$ cat config.mk
export PLATFORM = sky130hd
export DESIGN_NAME = afe_tx_streamer
export DESIGN_NICKNAME = d
export VERILOG_FILES = /design/src/rtl/afe_parameters_pkg.sv /design/src/rtl/afe_tx_fifo.sv /design/src/rtl/afe_tx_streamer.sv
export SDC_FILE = /design/constraint.sdc
export NUM_CORES = 1
export LEC_CHECK = 0
export CORE_ASPECT_RATIO = 1.75
export CORE_MARGIN = 2
export CORE_UTILIZATION = 45
export CTS_BUF_LIST = sky130_fd_sc_hd__clkbuf_8
export DETAILED_ROUTE_END_ITERATION = 7
export PLACE_DENSITY = 0.69
export REMOVE_ABC_BUFFERS = 1
export SYNTH_ARGS = -nofsm -noshare
export SYNTH_HDL_FRONTEND = slang
export SYNTH_SLANG_ARGS = --single-unit
export TNS_END_PERCENT = 5
$ cat constraint.sdc
create_clock -name clk_i -period 6.8 [get_ports clk_i]
set_input_delay 1.36 -clock clk_i [delete_from_list [all_inputs] [get_ports clk_i]]
set_output_delay 1.36 -clock clk_i [all_outputs]
set_load 0.02 [all_outputs]
$ cat src/rtl/afe_parameters_pkg.sv
// Shared types and constants for the AFE TX streamer: FSM state encoding and
// the fixed uDMA transfer size code.
package afe_parameters_pkg;

  typedef enum logic [1:0] {
    ST_IDLE  = 2'd0,
    ST_REQ   = 2'd1,
    ST_DRAIN = 2'd2
  } afe_tx_state_e;

  localparam logic [1:0] AFE_TX_SIZE_WORD = 2'b10;

endpackage

$ cat src/rtl/afe_tx_fifo.sv
// Registered (non fall-through) output FIFO for the AFE TX streamer, with
// synchronous flush. Pushing while full is only accepted alongside a pop.
module afe_tx_fifo
  import afe_parameters_pkg::*;
#(
  parameter int unsigned DEPTH  = 4,
  parameter int unsigned DWIDTH = 32
) (
  input  logic                    clk_i,
  input  logic                    rst_i,
  input  logic                    i_push,
  input  logic [DWIDTH-1:0]       i_data,
  input  logic                    i_pop,
  input  logic                    i_flush,
  output logic [DWIDTH-1:0]       o_data,
  output logic                    o_full,
  output logic                    o_empty,
  output logic [$clog2(DEPTH):0]  o_count
);

  localparam int unsigned AW       = $clog2(DEPTH);
  localparam logic [AW:0] LP_DEPTH = (AW+1)'(DEPTH);

  logic [DWIDTH-1:0] r_mem [DEPTH];
  logic [AW-1:0]     r_wr_ptr;
  logic [AW-1:0]     r_rd_ptr;
  logic [AW:0]       r_count;
  logic              w_do_push;
  logic              w_do_pop;

  assign o_empty   = (r_count == '0);
  assign o_full    = (r_count == LP_DEPTH);
  assign o_count   = r_count;
  assign w_do_pop  = i_pop && !o_empty;
  assign w_do_push = i_push && (!o_full || w_do_pop);
  // Output is gated so the data bus reads zero while nothing valid is held.
  assign o_data    = o_empty ? '0 : r_mem[r_rd_ptr];

  always_ff @(posedge clk_i) begin
    if (w_do_push) begin
      r_mem[r_wr_ptr] <= i_data;
    end
  end

  always_ff @(posedge clk_i or posedge rst_i) begin
    if (rst_i) begin
      r_wr_ptr <= '0;
      r_rd_ptr <= '0;
      r_count  <= '0;
    end else if (i_flush) begin
      r_wr_ptr <= '0;
      r_rd_ptr <= '0;
      r_count  <= '0;
    end else begin
      if (w_do_push) begin
        r_wr_ptr <= r_wr_ptr + AW'(1);
      end
      if (w_do_pop) begin
        r_rd_ptr <= r_rd_ptr + AW'(1);
      end
      case ({w_do_push, w_do_pop})
        2'b10:   r_count <= r_count + (AW+1)'(1);
        2'b01:   r_count <= r_count - (AW+1)'(1);
        default: r_count <= r_count;
      endcase
    end
  end

endmodule

$ cat src/rtl/afe_tx_streamer.sv
// Credit-based streamer reading words from L2 over uDMA into an AFE port.
// Define AFE_TX_STREAMER_CONT_EN to enable continuous (wrap-around) mode.
module afe_tx_streamer
  import afe_parameters_pkg::*;
#(
  parameter int unsigned L2_AWIDTH_NOAL = 12,
  parameter int unsigned AFE_DATA_WIDTH = 32,
  parameter int unsigned FIFO_DEPTH     = 4
) (
  input  logic                      clk_i,
  input  logic                      rst_i,
  input  logic                      cfg_start_i,
  input  logic                      cfg_stop_i,
  input  logic                      cfg_cont_i,
  input  logic [L2_AWIDTH_NOAL-1:0] cfg_addr_i,
  input  logic [15:0]               cfg_words_i,
  output logic                      udma_tx_req_o,
  input  logic                      udma_tx_gnt_i,
  output logic [L2_AWIDTH_NOAL-1:0] udma_tx_addr_o,
  output logic [1:0]                udma_tx_size_o,
  input  logic                      udma_tx_valid_i,
  input  logic [AFE_DATA_WIDTH-1:0] udma_tx_data_i,
  output logic                      udma_tx_ready_o,
  output logic                      afe_valid_o,
  output logic [AFE_DATA_WIDTH-1:0] afe_data_o,
  input  logic                      afe_ready_i,
  output logic                      busy_o,
  output logic                      done_event_o
);

  localparam int unsigned               CW           = $clog2(FIFO_DEPTH) + 1;
  localparam logic [CW:0]               LP_DEPTH     = (CW+1)'(FIFO_DEPTH);
  localparam logic [L2_AWIDTH_NOAL-1:0] LP_ADDR_STEP = L2_AWIDTH_NOAL'(4);

  afe_tx_state_e             r_state;
  logic [L2_AWIDTH_NOAL-1:0] r_addr;
  logic [15:0]               r_remaining;
  logic [CW-1:0]             r_outstanding;
  logic                      r_abort;

  logic          w_cont;
  logic          w_credit;
  logic          w_grant;
  logic          w_rsp;
  logic          w_push;
  logic          w_pop;
  logic          w_stop;
  logic          w_last;
  logic          w_wrap;
  logic          w_drain_done;
  logic          w_fifo_full;
  logic          w_fifo_empty;
  logic [CW-1:0] w_fifo_count;
  logic [CW:0]   w_inflight;

`ifdef AFE_TX_STREAMER_CONT_EN
  assign w_cont = cfg_cont_i;
`else
  logic w_unused_cont;
  assign w_unused_cont = cfg_cont_i;
  assign w_cont        = 1'b0;
`endif

  assign w_inflight = {1'b0, r_outstanding} + {1'b0, w_fifo_count};
  assign w_credit   = (w_inflight < LP_DEPTH);

  assign udma_tx_req_o   = (r_state == ST_REQ) && !r_abort && w_credit;
  assign udma_tx_addr_o  = r_addr;
  assign udma_tx_size_o  = AFE_TX_SIZE_WORD;
  assign udma_tx_ready_o = ~rst_i;
  assign busy_o          = (r_state != ST_IDLE);
  assign afe_valid_o     = ~w_fifo_empty;

  assign w_grant = udma_tx_req_o && udma_tx_gnt_i;
  // Responses with nothing outstanding (e.g. after reset) are accepted and dropped.
  assign w_rsp   = udma_tx_valid_i && (r_outstanding != '0);
  assign w_push  = w_rsp && !r_abort;
  assign w_pop   = afe_valid_o && afe_ready_i;
  assign w_stop  = cfg_stop_i && (r_state != ST_IDLE) && !r_abort;
  assign w_last  = w_grant && (r_remaining == 16'd1);
  assign w_wrap  = w_last && w_cont && !w_stop && (cfg_words_i != '0);

  assign w_drain_done = (r_state == ST_DRAIN) && !r_abort && !cfg_stop_i &&
                        (r_outstanding == '0) && w_fifo_empty;
  assign done_event_o = w_drain_done || w_wrap;

  afe_tx_fifo #(
    .DEPTH  (FIFO_DEPTH),
    .DWIDTH (AFE_DATA_WIDTH)
  ) u_fifo (
    .clk_i   (clk_i),
    .rst_i   (rst_i),
    .i_push  (w_push),
    .i_data  (udma_tx_data_i),
    .i_pop   (w_pop),
    .i_flush (w_stop),
    .o_data  (afe_data_o),
    .o_full  (w_fifo_full),
    .o_empty (w_fifo_empty),
    .o_count (w_fifo_count)
  );

  always_ff @(posedge clk_i or posedge rst_i) begin
    if (rst_i) begin
      r_state       <= ST_IDLE;
      r_addr        <= '0;
      r_remaining   <= '0;
      r_outstanding <= '0;
      r_abort       <= 1'b0;
    end else begin
      case ({w_grant, w_rsp})
        2'b10:   r_outstanding <= r_outstanding + CW'(1);
        2'b01:   r_outstanding <= r_outstanding - CW'(1);
        default: r_outstanding <= r_outstanding;
      endcase

      case (r_state)
        ST_IDLE: begin
          if (cfg_start_i && !cfg_stop_i && (cfg_words_i != '0)) begin
            r_state     <= ST_REQ;
            r_addr      <= cfg_addr_i;
            r_remaining <= cfg_words_i;
            r_abort     <= 1'b0;
          end
        end
        ST_REQ: begin
          if (w_grant) begin
            if (w_wrap) begin
              r_addr      <= cfg_addr_i;
              r_remaining <= cfg_words_i;
            end else begin
              r_addr      <= r_addr + LP_ADDR_STEP;
              r_remaining <= r_remaining - 16'd1;
              if (w_last) begin
                r_state <= ST_DRAIN;
              end
            end
          end
          // Abort reuses DRAIN: requests stop, in-flight responses are waited out.
          if (w_stop) begin
            r_state <= ST_DRAIN;
            r_abort <= 1'b1;
          end
        end
        ST_DRAIN: begin
          if (w_stop) begin
            r_abort <= 1'b1;
          end else if (r_abort) begin
            if (r_outstanding == '0) begin
              r_state <= ST_IDLE;
              r_abort <= 1'b0;
            end
          end else if (w_drain_done) begin
            r_state <= ST_IDLE;
          end
        end
        default: r_state <= ST_IDLE;
      endcase
    end
  end

endmodule

### Word-level counts from Yosys, hierarchy flattened

Memory sizes are Yosys's and may differ from the RTL's.
Cells that the tools add are included.

| storage, ports and cells | value |
|---|---|
| register bits | 41 |
| bits in writable memories | 128 |
| memories kept | 1 |

| operators by class | value |
|---|---|
| equality and inequality tests | 16 |
| bitwise logic cells | 2 |
| add/sub/neg operators | 9 |
| magnitude comparators | 1 |
| mux-type cells | 31 |
| reduce and logical (&&, ||, !) cells | 37 |

Memory list:

| memory | depth | bits a word | read ports | clocked after memory_dff | write ports | line | source |
|---|---|---|---|---|---|---|---|
| u_fifo.r_mem | 4 | 32 | 1 | 0 | 1 | afe_tx_fifo.sv:24 | `logic [DWIDTH-1:0] r_mem [DEPTH];` |

Operators by type and width:

| kind | number |
|---|---|
| 16-bit 2-to-1 mux | 2 |
| 32-bit 2-to-1 mux | 1 |
| 16-bit one-hot mux with 2 select lines | 1 |
| 12-bit 2-to-1 mux | 2 |
| 2-bit 2-to-1 mux | 12 |
| 12-bit one-hot mux with 2 select lines | 1 |
| 1-bit logical AND | 17 |
| 16-bit by 1-bit equality test with 1-bit output, second input constant | 1 |
| 16-bit nonzero test | 1 |
| 16-bit by 1-bit subtractor with 16-bit output, second input constant | 1 |
| 12-bit by 3-bit adder with 12-bit output, second input constant | 1 |
| 3-bit one-hot mux with 2 select lines | 2 |
| 2-bit nonzero test | 5 |
| 3-bit by 2-bit != test with 1-bit output, second input constant | 3 |
| 3-bit nonzero test | 3 |
| 1-bit 2-to-1 mux | 7 |
| 3-bit by 1-bit adder with 3-bit output, second input constant | 2 |
| 2-bit by 1-bit equality test with 1-bit output, second input constant | 3 |
| 2-bit equality test, second input constant | 3 |
| 3-bit zero test | 2 |
| 2-bit != test, second input constant | 3 |
| 2-bit one-hot mux with 3 select lines | 1 |
| 3-bit AND reduction | 2 |
| 6-bit AND reduction | 1 |
| other kinds (13) | 19 |

### Logic depth before layout (Yosys ltp)

| depth | value |
|---|---|
| depth after elaboration | 9 |
| depth in mapped cells | 11 |
| gate-level depth less buffers | 10 |

### Modules after synthesis

Synthesis repeated with hierarchy kept, for this count alone.

| second synthesis, totals | value |
|---|---|
| cell total of the unflattened synthesis | 539 |
| area, all modules | 7738.7 um^2 |

By module, submodules not included:

| module | cells each | times used | area each (um^2) |
|---|---|---|---|
| afe_tx_fifo | 265 | 1 | 5401.4 |
| afe_tx_streamer | 274 | 1 | 2337.2 |

### Least setup slack after synthesis

Ideal clock, no wire load.

| timing path | value |
|---|---|
| path type | input -> output |
| start | input port rst_i |
| end | output port udma_tx_ready_o |
| required time | 5.440 ns |
| path buffers | 0 |
| cell stages on the path | 1 |
| setup slack | 3.115 ns |
| arrival | 2.325 ns |
| cells stage by stage | inv_1 |

| on the way | value |
|---|---|
| word-level cells in the longest chain between the ends | 1 |

RTL lines:

| item | line | source |
|---|---|---|
| start, declared | afe_tx_streamer.sv:11 | `input logic rst_i,` |
| 1-bit inverter | afe_tx_streamer.sv:70 | `assign udma_tx_ready_o = ~rst_i;` |
| end, declared | afe_tx_streamer.sv:23 | `output logic udma_tx_ready_o,` |

Every way passes these cells.

### Worst setup path in the final report

Same ends and word-level chain as after synthesis.

==> flow_summary.yaml <==
detailed_routing:
  dr.pass1.iters: 5
  final_antenna_net_count: 0
  drc: 0
  routed_wl_mm: 16.2
  wire_per_inst_um: 18.4
  vias_per_cell: 5.57
  initialDrtViolationCount: 275
  route.vias.total: 4917
floorplan:
  initial_core_util_pct: 45.6
  dieArea_um2: 18100
  rows: 63
  core_area_um2: 16800
  ios: 119
  die_w_um: 103
  die_h_um: 177
grt:
  grt_max_degree: 47
  antenna_found_initial: 0
  use_met3_pct: 3.56
  grtUsageTotal_pct: 18.7
  grt_pass1_vias: 5165
  overflow: 0
  top_usage_layer: "met2"
  use_met2_pct: 34.2
  grt_first_pass_wirelength_mm: 25.8
  grt_util_met1_pct: 20.7
worst_hold_path:
  hold_path_depth: 1
  hp-start: "udma_tx_addr_o[1]"
  hold-path-endpoint: "udma_tx_addr_o[1]"
  hp-class: "flip-flop to flip-flop"
timing:
  finalHoldViolCount: 0
  skew_ps: 18.7
  slew_headroom_pct: 23.4
  slew_violations: 0
  fin_crit_ps: 4380
  rsz0062_at_grt: "no"
  worst_hold_slack_ps: 513
  tightest_slew_ps: 1150
  fin_crit_sh_pct: 64.5
  fmax_ghz: 0.228
  setup_viol: 0
  fin_ws_ps: 2420
  tns_ps: 0
run:
  drv_cap: 0
layout:
  antenna_cells: 0
  final_cell_mix: "128 x edfxtp_1, 115 x clkdlybuf4s50_1, 40 x dfrtp_1, 35 x and2_1, 32 x mux4_2"
  layout.cells.non_filler: 882
  post-route-util_pct: 56.2
  final_cell_area_um2: 9430
  nets: 727
  drive_gt1_share_pct: 12.1
  areaGrowthSynthToFinish_pct: 23.2
  final_common_cell: "edfxtp_1"
synth:
  avgSynthCellArea_um2: 14.5
  netlist_area_um2: 7650
  ys.flop_type: "edfxtp_1"
  synth_edf_count: 128
  yosys_warnings: 0
  synth_cells: 529
  synth-async-reset-ratio_pct: 24.3
  yosysSeqAreaShare_pct: 63.6
  synth-seq-cells: 169
  synth_cell_type_count: 62
power_and_ir_drop:
  powerDensity_nw_per_um2: 432
  p_comb_share_pct: 43.4
  power_frac_clock_pct: 17.9
  internal_power_mw: 2.57
  leakage_nw: 3.26
  ir_drop_uv: 236
  swShare_pct: 36.9
  total_power_mw: 4.07
  power.switching_mw: 1.50
  seq_power_share_pct: 38.8
setup_path:
  rr_endpoint: "udma_tx_addr_o[8]"
  cpMostUsedCell: "clkdlybuf4s50_1"
  crit_type: "primary input to output port"
  timing.rr.start: "r_state[1]"
  cp_top_family: "buffers and inverters"
  r2r_cells: 8
  end_kind: "output port"
  worst_ep_required_time_ps: 5440
  reg2reg_setup_slack_ps: 3450
  arrival_ps: 3020
  start_kind: "primary input"
  path_max_fanout: 42
  critical_path.max_stage_delay_ps: 720
  crit_buf_inv: 4
  crit_chain: "clkdlybuf4s50_1, inv_1, buf_4, clkdlybuf4s50_1"
  crit_slowest_cell: "clkdlybuf4s50_1"
clocking:
  cts_hold_buffers: 0
  cts_setup_buffers: 0
  htree_levels: 4
  cts_sinks: 169
  clockBufferDepth: 2
  clk_latency_ps: 450
  cts_tree: "built"
  path_clk_slew_ps: 100
  cts.repair.resized: 0
  numCtsBuffers: 17
  cts_root_buffer: "clkbuf_8"
place:
  io_buffer_count: 115
  dp_hpwl_mm: 10.9
  placed_cells: 850
  gp_congestion: 0.864
  dpl_cell_area_um2: 9020
  dp_slack_ps: 2390
outcome:
  status: "completed"
-- synth_stat cells, types with 3 or more instances --
master / number / area, um^2
or3_1: 4 / 25.0
inv_1: 17 / 63.8
a22oi_1: 8 / 60.1
a22o_1: 3 / 26.3
dfrtp_1: 41 / 1030
buf_1: 3 / 11.3
mux4_2: 32 / 721
mux2i_1: 4 / 40.0
nand2b_1: 5 / 31.3
nand3_1: 18 / 90.1
buf_4: 3 / 22.5
ha_1: 15 / 188
edfxtp_1: 128 / 3840
and3_1: 6 / 37.5
nor2_1: 24 / 90.1
o211ai_1: 4 / 30.0
nand2_1: 22 / 82.6
nand4b_1: 3 / 26.3
nor2b_1: 4 / 25.0
o22a_1: 4 / 35.0
nor3_1: 9 / 45.0
o21ai_0: 21 / 105
a21oi_1: 23 / 115
xor2_1: 4 / 35.0
clkbuf_1: 19 / 71.3
nand4_1: 3 / 18.8
and2_1: 39 / 244
xnor2_1: 4 / 35.0
a31oi_1: 7 / 43.8
or4_1: 4 / 30.0
nor4_1: 5 / 31.3
-- layer usage --
metal | up-vias | share of wire [%] | wire, um
met5 | - | 0 | 0
met4 | 0 | 2.9 | 466
met3 | 31 | 5.0 | 810
met2 | 179 | 55 | 8890
met1 | 2432 | 37 | 6020
li1 | 2275 | - | -
-- worst max path at each step --
stage | slack [ps] | from | end | cells after the start
2_1_floorplan | 3040 | r_state[1] | udma_tx_req_o | 4
5_1_grt | 2250 | r_state[1] | udma_tx_req_o | 6
3_5_place_dp | 2390 | rst_i | udma_tx_ready_o | 4
3_3_place_gp | 2390 | rst_i | udma_tx_ready_o | 4
6_report | 2420 | rst_i | udma_tx_ready_o | 4
4_1_cts | 2390 | rst_i | udma_tx_ready_o | 4
-- registers in the layout (all words and copies together) (netlist names) --
signal           count
u_fifo.r_wr_ptr      2
r_remaining         16
r_state              2
u_fifo.r_mem       128
r_outstanding        3
udma_tx_addr_o      12
r_abort              1
u_fifo.o_count       3
u_fifo.r_rd_ptr      2
-- final cells by class --
type                       instances  area [um^2]
timing repair buffer             121         1200
inverter                          19         71.3
multi-input combinational        314         2600
fill                            1421         7360
clock inverter                    15          174
tap                              227          284
clock buffer                      17          234
sequential                       169         4870
-- logic make-up (layout without fill, tap and decap cells) --
group                      Yosys count  after routing  share of synthesized area [%]
AOI/OAI and AO/OA                   95             95                           8.62
xor gates and xnor gates             8              8                          0.915
adders and majority gates           17             17                           2.98
buffers and inverters               46            172                           2.44
DFF                                169            169                           63.6
muxes                               37             37                           10.1
other                                2              2                         0.0981
and+or+nand+nor                    155            155                           11.2
-- power by group through the flow --
stage | Combinational [mW] | Sequential, mW | Clock (mW)
after floorplan | 1.06 | 1.62 | 0
after global placement | 1.73 | 1.58 | 0
final | 1.77 | 1.58 | 0.728
after CTS | 1.79 | 1.58 | 0.748
after global routing | 1.94 | 1.61 | 0.789
after detailed placement | 1.79 | 1.60 | 0
(Power assumes the default switching activity.)
